===== src/rtl/rate_limiter.sv =====
// rate_limiter: num/den flit throttle with one registered output stage; RATE_LIMITER_STATS_EN adds stat_throttle_cycles
package rate_limiter_pkg;
    localparam int CFG_CNT_WIDTH = 16;
    typedef struct packed {
        logic                     enable;
        logic [CFG_CNT_WIDTH-1:0] den;
        logic [CFG_CNT_WIDTH-1:0] num;
    } rate_limit_config_t;
endpackage

module rate_limiter
    import rate_limiter_pkg::*;
#(
    parameter int DATA_WIDTH = 512,
    parameter int CNT_WIDTH  = CFG_CNT_WIDTH
) (
    input  logic                  clk,
    input  logic                  rst,
    input  rate_limit_config_t    in_conf_data,
    input  logic                  in_conf_valid,
    output logic                  in_conf_ready,
    input  logic [DATA_WIDTH-1:0] in_pkt_data,
    input  logic                  in_pkt_sop,
    input  logic                  in_pkt_eop,
    input  logic                  in_pkt_valid,
    output logic                  in_pkt_ready,
    output logic [DATA_WIDTH-1:0] out_pkt_data,
    output logic                  out_pkt_sop,
    output logic                  out_pkt_eop,
    output logic                  out_pkt_valid,
    input  logic                  out_pkt_ready
`ifdef RATE_LIMITER_STATS_EN
    ,
    output logic [31:0]           stat_throttle_cycles
`endif
);
    typedef enum logic {IDLE, IN_PKT} state_t;

    localparam logic [CNT_WIDTH-1:0] ONE = 1;

    state_t               state, state_d;
    rate_limit_config_t   pend_cfg, act_cfg;
    logic                 pend_vld;
    logic [CNT_WIDTH-1:0] win_cnt, flit_cnt, win_d, flit_d;
    logic                 throttle, accept, apply, wrap;

    assign in_conf_ready = 1'b1;
    assign throttle      = act_cfg.enable && act_cfg.den != '0 && flit_cnt >= act_cfg.num;
    assign in_pkt_ready  = !rst && !throttle && (!out_pkt_valid || out_pkt_ready);
    assign accept        = in_pkt_valid && in_pkt_ready;
    assign apply         = pend_vld && state == IDLE && !accept;
    assign wrap          = act_cfg.den != '0 && win_cnt == act_cfg.den - ONE;

    // packet-boundary tracking and window/flit counter next values
    always_comb begin
        state_d = state;
        if (accept && state == IDLE && in_pkt_sop && !in_pkt_eop) state_d = IN_PKT;
        if (accept && state == IN_PKT && in_pkt_eop) state_d = IDLE;
        win_d  = (apply || wrap) ? '0 : (&win_cnt ? win_cnt : win_cnt + ONE);
        flit_d = apply ? '0 :
                 wrap ? (accept ? ONE : '0) :
                 (accept && !(&flit_cnt)) ? flit_cnt + ONE : flit_cnt;
    end

    // state, counters and config registers; a newly arriving config keeps pend_vld set
    always_ff @(posedge clk) begin
        if (rst) begin
            state    <= IDLE;
            win_cnt  <= '0;
            flit_cnt <= '0;
            pend_vld <= 1'b0;
            pend_cfg <= '0;
            act_cfg  <= '0;
        end else begin
            state    <= state_d;
            win_cnt  <= win_d;
            flit_cnt <= flit_d;
            if (apply) act_cfg <= pend_cfg;
            if (in_conf_valid) begin
                pend_cfg <= in_conf_data;
                pend_vld <= 1'b1;
            end else if (apply) begin
                pend_vld <= 1'b0;
            end
        end
    end

    // output register: load on accept, drop valid once consumed
    always_ff @(posedge clk) begin
        if (rst) begin
            out_pkt_valid <= 1'b0;
            out_pkt_sop   <= 1'b0;
            out_pkt_eop   <= 1'b0;
            out_pkt_data  <= '0;
        end else if (accept) begin
            out_pkt_valid <= 1'b1;
            out_pkt_sop   <= in_pkt_sop;
            out_pkt_eop   <= in_pkt_eop;
            out_pkt_data  <= in_pkt_data;
        end else if (out_pkt_ready) begin
            out_pkt_valid <= 1'b0;
        end
    end

`ifdef RATE_LIMITER_STATS_EN
    // saturating count of cycles where traffic waits on the throttle
    always_ff @(posedge clk) begin
        if (rst || apply) stat_throttle_cycles <= '0;
        else if (in_pkt_valid && throttle && !(&stat_throttle_cycles)) stat_throttle_cycles <= stat_throttle_cycles + 32'd1;
    end
`endif
endmodule


===== config.mk =====
export PLATFORM = sky130hd
export DESIGN_NAME = rate_limiter
export DESIGN_NICKNAME = d
export VERILOG_FILES = /design/src/rtl/rate_limiter.sv
export SDC_FILE = /design/constraint.sdc
export NUM_CORES = 1
export LEC_CHECK = 0
export ABC_CLOCK_PERIOD_IN_PS = 6200
export BUFFER_PORTS_ARGS = -buffer_cell sky130_fd_sc_hd__buf_2
export CELL_PAD_IN_SITES_DETAIL_PLACEMENT = 1
export CELL_PAD_IN_SITES_GLOBAL_PLACEMENT = 1
export CORE_AREA = 2 2 416 418
export CTS_BUF_LIST = sky130_fd_sc_hd__clkbuf_4
export DETAILED_ROUTE_END_ITERATION = 12
export DIE_AREA = 0 0 418 420
export HOLD_SLACK_MARGIN = 0.1
export PLACE_DENSITY_LB_ADDON = 0.1
export SKIP_CTS_REPAIR_TIMING = 1
export SYNTH_ARGS = -nofsm -noshare
export SYNTH_HDL_FRONTEND = slang
export SYNTH_SLANG_ARGS = --single-unit

===== constraint.sdc =====
create_clock -name clk -period 6.2 [get_ports clk]
set_input_delay 1.24 -clock clk [delete_from_list [all_inputs] [get_ports clk]]
set_output_delay 1.24 -clock clk [all_outputs]
set_load 0.02 [all_outputs]

; ---- Yosys cells after proc, flatten, opt, wreduce, memory -nomap -nowiden
; Cells that the tools add are included.
[op_classes]
eq_ne = 1
magnitude_cmp = 1
n_reduce_logical = 31
bitwise = 1
n_addsub = 3
n_mux = 7
[op_table]
columns = operator, count
row1 = $add A16 B1 Y16 const B, 2
row2 = $mux W16, 2
row3 = $reduce_and A16 Y1, 2
row4 = $eq A16 B16 Y1, 1
row5 = $ge A16 B16 Y1, 1
row6 = $reduce_bool A16 Y1, 1
row7 = $sub A16 B1 Y16 const B, 1
row8 = $logic_and A1 B1 Y1, 14
row9 = $logic_not A1 Y1, 6
row10 = $reduce_bool A2 Y1, 3
row11 = $reduce_or A2 Y1, 3
row12 = $mux W1, 5
row13 = $logic_or A1 B1 Y1, 2
row14 = $not A1 Y1, 1
[totals]
inputBits = 552
out_inout_bits = 517
ff_bits = 615

; ---- Logic depth before layout (Yosys ltp)
[logic_depth]
word_depth = 11
ltp_mapped = 13
mapped_depth_nobuf = 10

; ---- Worst setup path after synthesis
; Ideal clock, no wire load.
[synth_timing]
path_type = register -> output
from = reg act_cfg[25] in the netlist's numbering
to = out in_pkt_ready
t_arrival_ps = 2201
slack_ps = 2759
path_stages_with_launch = 6
n_path_buf = 0
required_time_ps = 4960
cell_sequence = dfxtp_1 or4_1 or4b_4 o31ai_4 nor2_1 nor3_1
[synth_via]
elab_chain_len = 6
[synth_lines]
columns = element, line_no
row1 = start: declaration, 42  ; rate_limit_config_t pend_cfg, act_cfg;
row2 = start signal: assignment, 78  ; if (apply) act_cfg <= pend_cfg;
row3 = $reduce_bool A16 Y1, 48  ; assign throttle = act_cfg.enable && act_cfg.den != '0 && flit_cnt >= act_cfg.num;
row4 = $logic_and A1 B1 Y1 (2 in a row), 48
row5 = $logic_not A1 Y1, 49  ; assign in_pkt_ready = !rst && !throttle && (!out_pkt_valid || out_pkt_ready);
row6 = $logic_and A1 B1 Y1 (2 in a row), 49
row7 = end: declaration, 26  ; output logic in_pkt_ready,
; Every way passes these cells.

; ---- Final worst setup path
; Same ends and word-level chain as after synthesis.

==> results.json <==
{
  "yosys.area_share.xor_xnor_pct": 1.139,
  "core_area_mm2": 0.1710,
  "cts_buffer_depth": 3,
  "hold_viol_final": 0,
  "yosysWarningCount": 0,
  "synthAdderAreaFrac_pct": 1.066,
  "crit_type": "reg -> out",
  "ys_ff_latch": 615,
  "fmax_ghz": 0.2044,
  "synth_enable_flop_cells": 0,
  "worstPathCellList": "or4_1, or4b_4, o31ai_4, nor2_1, nor3_1, buf_2",
  "insertion_delay_ns": 1.22,
  "cts_tree": "built",
  "fill_cells": 20690,
  "grt_setup_unrepaired": "no",
  "end_kind": "output pin",
  "min-delay-start": "in_pkt_data[463]",
  "numCtsBuffers": 205,
  "setup_viol": 0,
  "synthSimpleGateAreaFrac_pct": 22.58,
  "cp-start-kind": "flop",
  "root_buffer": "clkbuf_4",
  "start_util_pct": 13.04,
  "skew_ns": 0.08509,
  "syn_area_mm2": 0.02230,
  "postRouteWirelength_um": 138700,
  "die_area_mm2": 0.1756,
  "synthFlopType": "dfxtp_1",
  "crit_slowest_cell": "or4_1",
  "critical_path.max_fanout": 7,
  "required_ns": 4.96,
  "min_path_type": "in -> reg",
  "final_cell_mix": "nand2_1, buf_2, dfxtp_1",
  "outcome": "finished clean",
  "cp_num_cells": 6,
  "grt_pass1_vias": 24420,
  "synth_compound_area_share_pct": 14.54,
  "slew_viol_final": 0,
  "die_y_um": 420,
  "total_power_mw": 10.00,
  "rows": 152,
  "synth.area.mux_share_pct": 1.526,
  "drive_above_1_share_pct": 34.74,
  "final_core_util_pct": 19.76,
  "syn-num-nets": 3386,
  "cts_max_level": 4,
  "drcViolationCount": 0,
  "finalInstanceArea_mm2": 0.03378,
  "rr_worst_depth": 10,
  "async_flop_share_pct": 0,
  "timing.rr.start": "act_cfg[16]",
  "num_vias": 24280,
  "cellLeakagePower_nw": 14.89,
  "routed_via_density": 3.785,
  "clk_pin_slew_ns": 0.06,
  "portBuffers": 1067,
  "grt_max_degree": 156,
  "syn_inst": 2815,
  "irDropWorstVdd_v": 0.0001709,
  "grt_pass1_wl_um": 188300,
  "worstReg2RegEnd": "win_cnt[15]",
  "slowest_delay_ns": 0.59,
  "clock-sinks": 615,
  "whs_path_depth": 3,
  "io_pins": 1069,
  "min_period_over_period_pct": 78.91,
  "final.min_clock_period_ns": 4.892,
  "grtUsageTotal_pct": 15.13,
  "worst-endpoint-arrival_ns": 3.65,
  "yosysSeqAreaShare_pct": 55.21,
  "synth_top_family_by_area": "simple AND/OR/NAND/NOR gates",
  "syn_to_final_growth_pct": 51.46,
  "placed_area_mm2": 0.03007,
  "regToRegSetupSlack_ns": 2.48,
  "final_common_cell": "nand2_1",
  "drtIter0Drc": 949,
  "relSlewSlack_pct": 33.72,
  "layout.nets": 4590,
  "cap_violations": 0,
  "grt.overflow.total": 0,
  "syn_avg_cell_area_um2": 7.922,
  "path_buf_inv": 1,
  "die_w_um": 418,
  "antenna_found_initial": 116,
  "wl_per_cell_um": 21.63,
  "fin_tns_setup_ns": 0,
  "cp_top_family": "simple AND/OR/NAND/NOR gates",
  "min_to": "out_pkt_data[463]",
  "place_congestion": 0.7783,
  "ant_nets": 0,
  "drt_first_pass_iters": 4,
  "tightest_slew_ns": 0.9942,
  "synthDistinctLibCells": 58,
  "pwr_density_cell_mw_per_mm2": 296.1,
  "detailed_place_hpwl_um": 104800
}
==> state kept, by name (all words and copies together) (netlist names) <==
signal         flops
act_cfg           33
flit_cnt          16
out_pkt_data     512
out_pkt_eop        1
out_pkt_sop        1
out_pkt_valid      1
pend_cfg          33
pend_vld           1
state              1
win_cnt           16
==> area by class of cell <==
| type | count | area [µm²] | share of cell area (%) |
|---|---|---|---|
| Multi-Input combinational cell | 1975 | 9138 | 27.05 |
| Tap cell | 2233 | 2794 | 8.272 |
| Antenna cell | 21 | 52.55 | 0.1556 |
| Inverter | 24 | 90.09 | 0.2667 |
| Sequential cell | 615 | 12310 | 36.45 |
| Clock inverter | 23 | 166.4 | 0.4927 |
| Timing Repair Buffer | 1198 | 6784 | 20.09 |
| Clock buffer | 325 | 2440 | 7.224 |
==> through the flow <==
stage | instances | hold WS (ns) | setup WS [ns]
4_1_cts | 6288 | -0.02866 | 1.037
3_3_place_gp | 5940 | 0.4390 | 1.998
5_1_grt | 6404 | 0.05832 | 0.8911
2_1_floorplan | 2815 | 0.4312 | 2.759
6_report | 6414 | 0.2373 | 1.308
3_5_place_dp | 5940 | 0.4434 | 1.970
==> worst max-delay path by stage <==
stage,start,end,slack (ns)
final,act_cfg[25],in_pkt_ready,1.31
after global routing,flit_cnt[0],in_pkt_ready,0.89
after CTS,act_cfg[25],in_pkt_ready,1.04
after detailed placement,rst,flit_cnt[13],1.97
after global placement,rst,flit_cnt[13],2.00
after floorplan,act_cfg[25],in_pkt_ready,2.76
==> worst register-to-register path: stages (launching register included) <==
cell	delay (ns)
dfxtp_1	0.49
inv_1	0.09
ha_1	0.28
nand2b_1	0.29
nand2b_1	0.25
o32ai_1	0.13
or4b_4	0.55
a2111oi_4	0.54
or3_1	0.49
buf_4	0.35
a311oi_1	0.09
==> cell usage after synthesis (all sizes together), types with 8 or more instances <==
cell	count	share of area, %
dfxtp	615	55
buf	20	0.47
mux2i	34	1.5
a21oi	574	13
clkbuf	181	3.0
xor2	20	0.79
nor2	65	1.1
nand4	9	0.25
nor3	13	0.29
nand2	1121	19
inv	24	0.40
o21ai	9	0.20
or3	12	0.34
xnor2	9	0.35
ha	19	1.1
and3	8	0.22
nand3	11	0.25
==> logic make-up after synthesis <==
family | Yosys count
simple gates | 1274
compound gates | 618
flops | 615
buf+inv | 225
mux | 34
xor+xnor | 29
fa+ha+maj | 19
other cells | 1
==> power breakdown <==
part	switching, mW	total, mW	internal [mW]
sequential	0.104	4.24	4.14
clock	2.10	4.48	2.39
combinational	0.837	1.28	0.443
total	3.04	10.0	6.96
==> per-layer routing <==
layer	vias up	routed length, µm	global-route usage [%]
li1	11730	-	-
met1	11270	54390	16.82
met2	807	69650	26.52
met3	406	10150	5.821
met4	66	4114	4.510
met5	-	400	0
No activity file was read; power rests on OpenSTA's default activity.
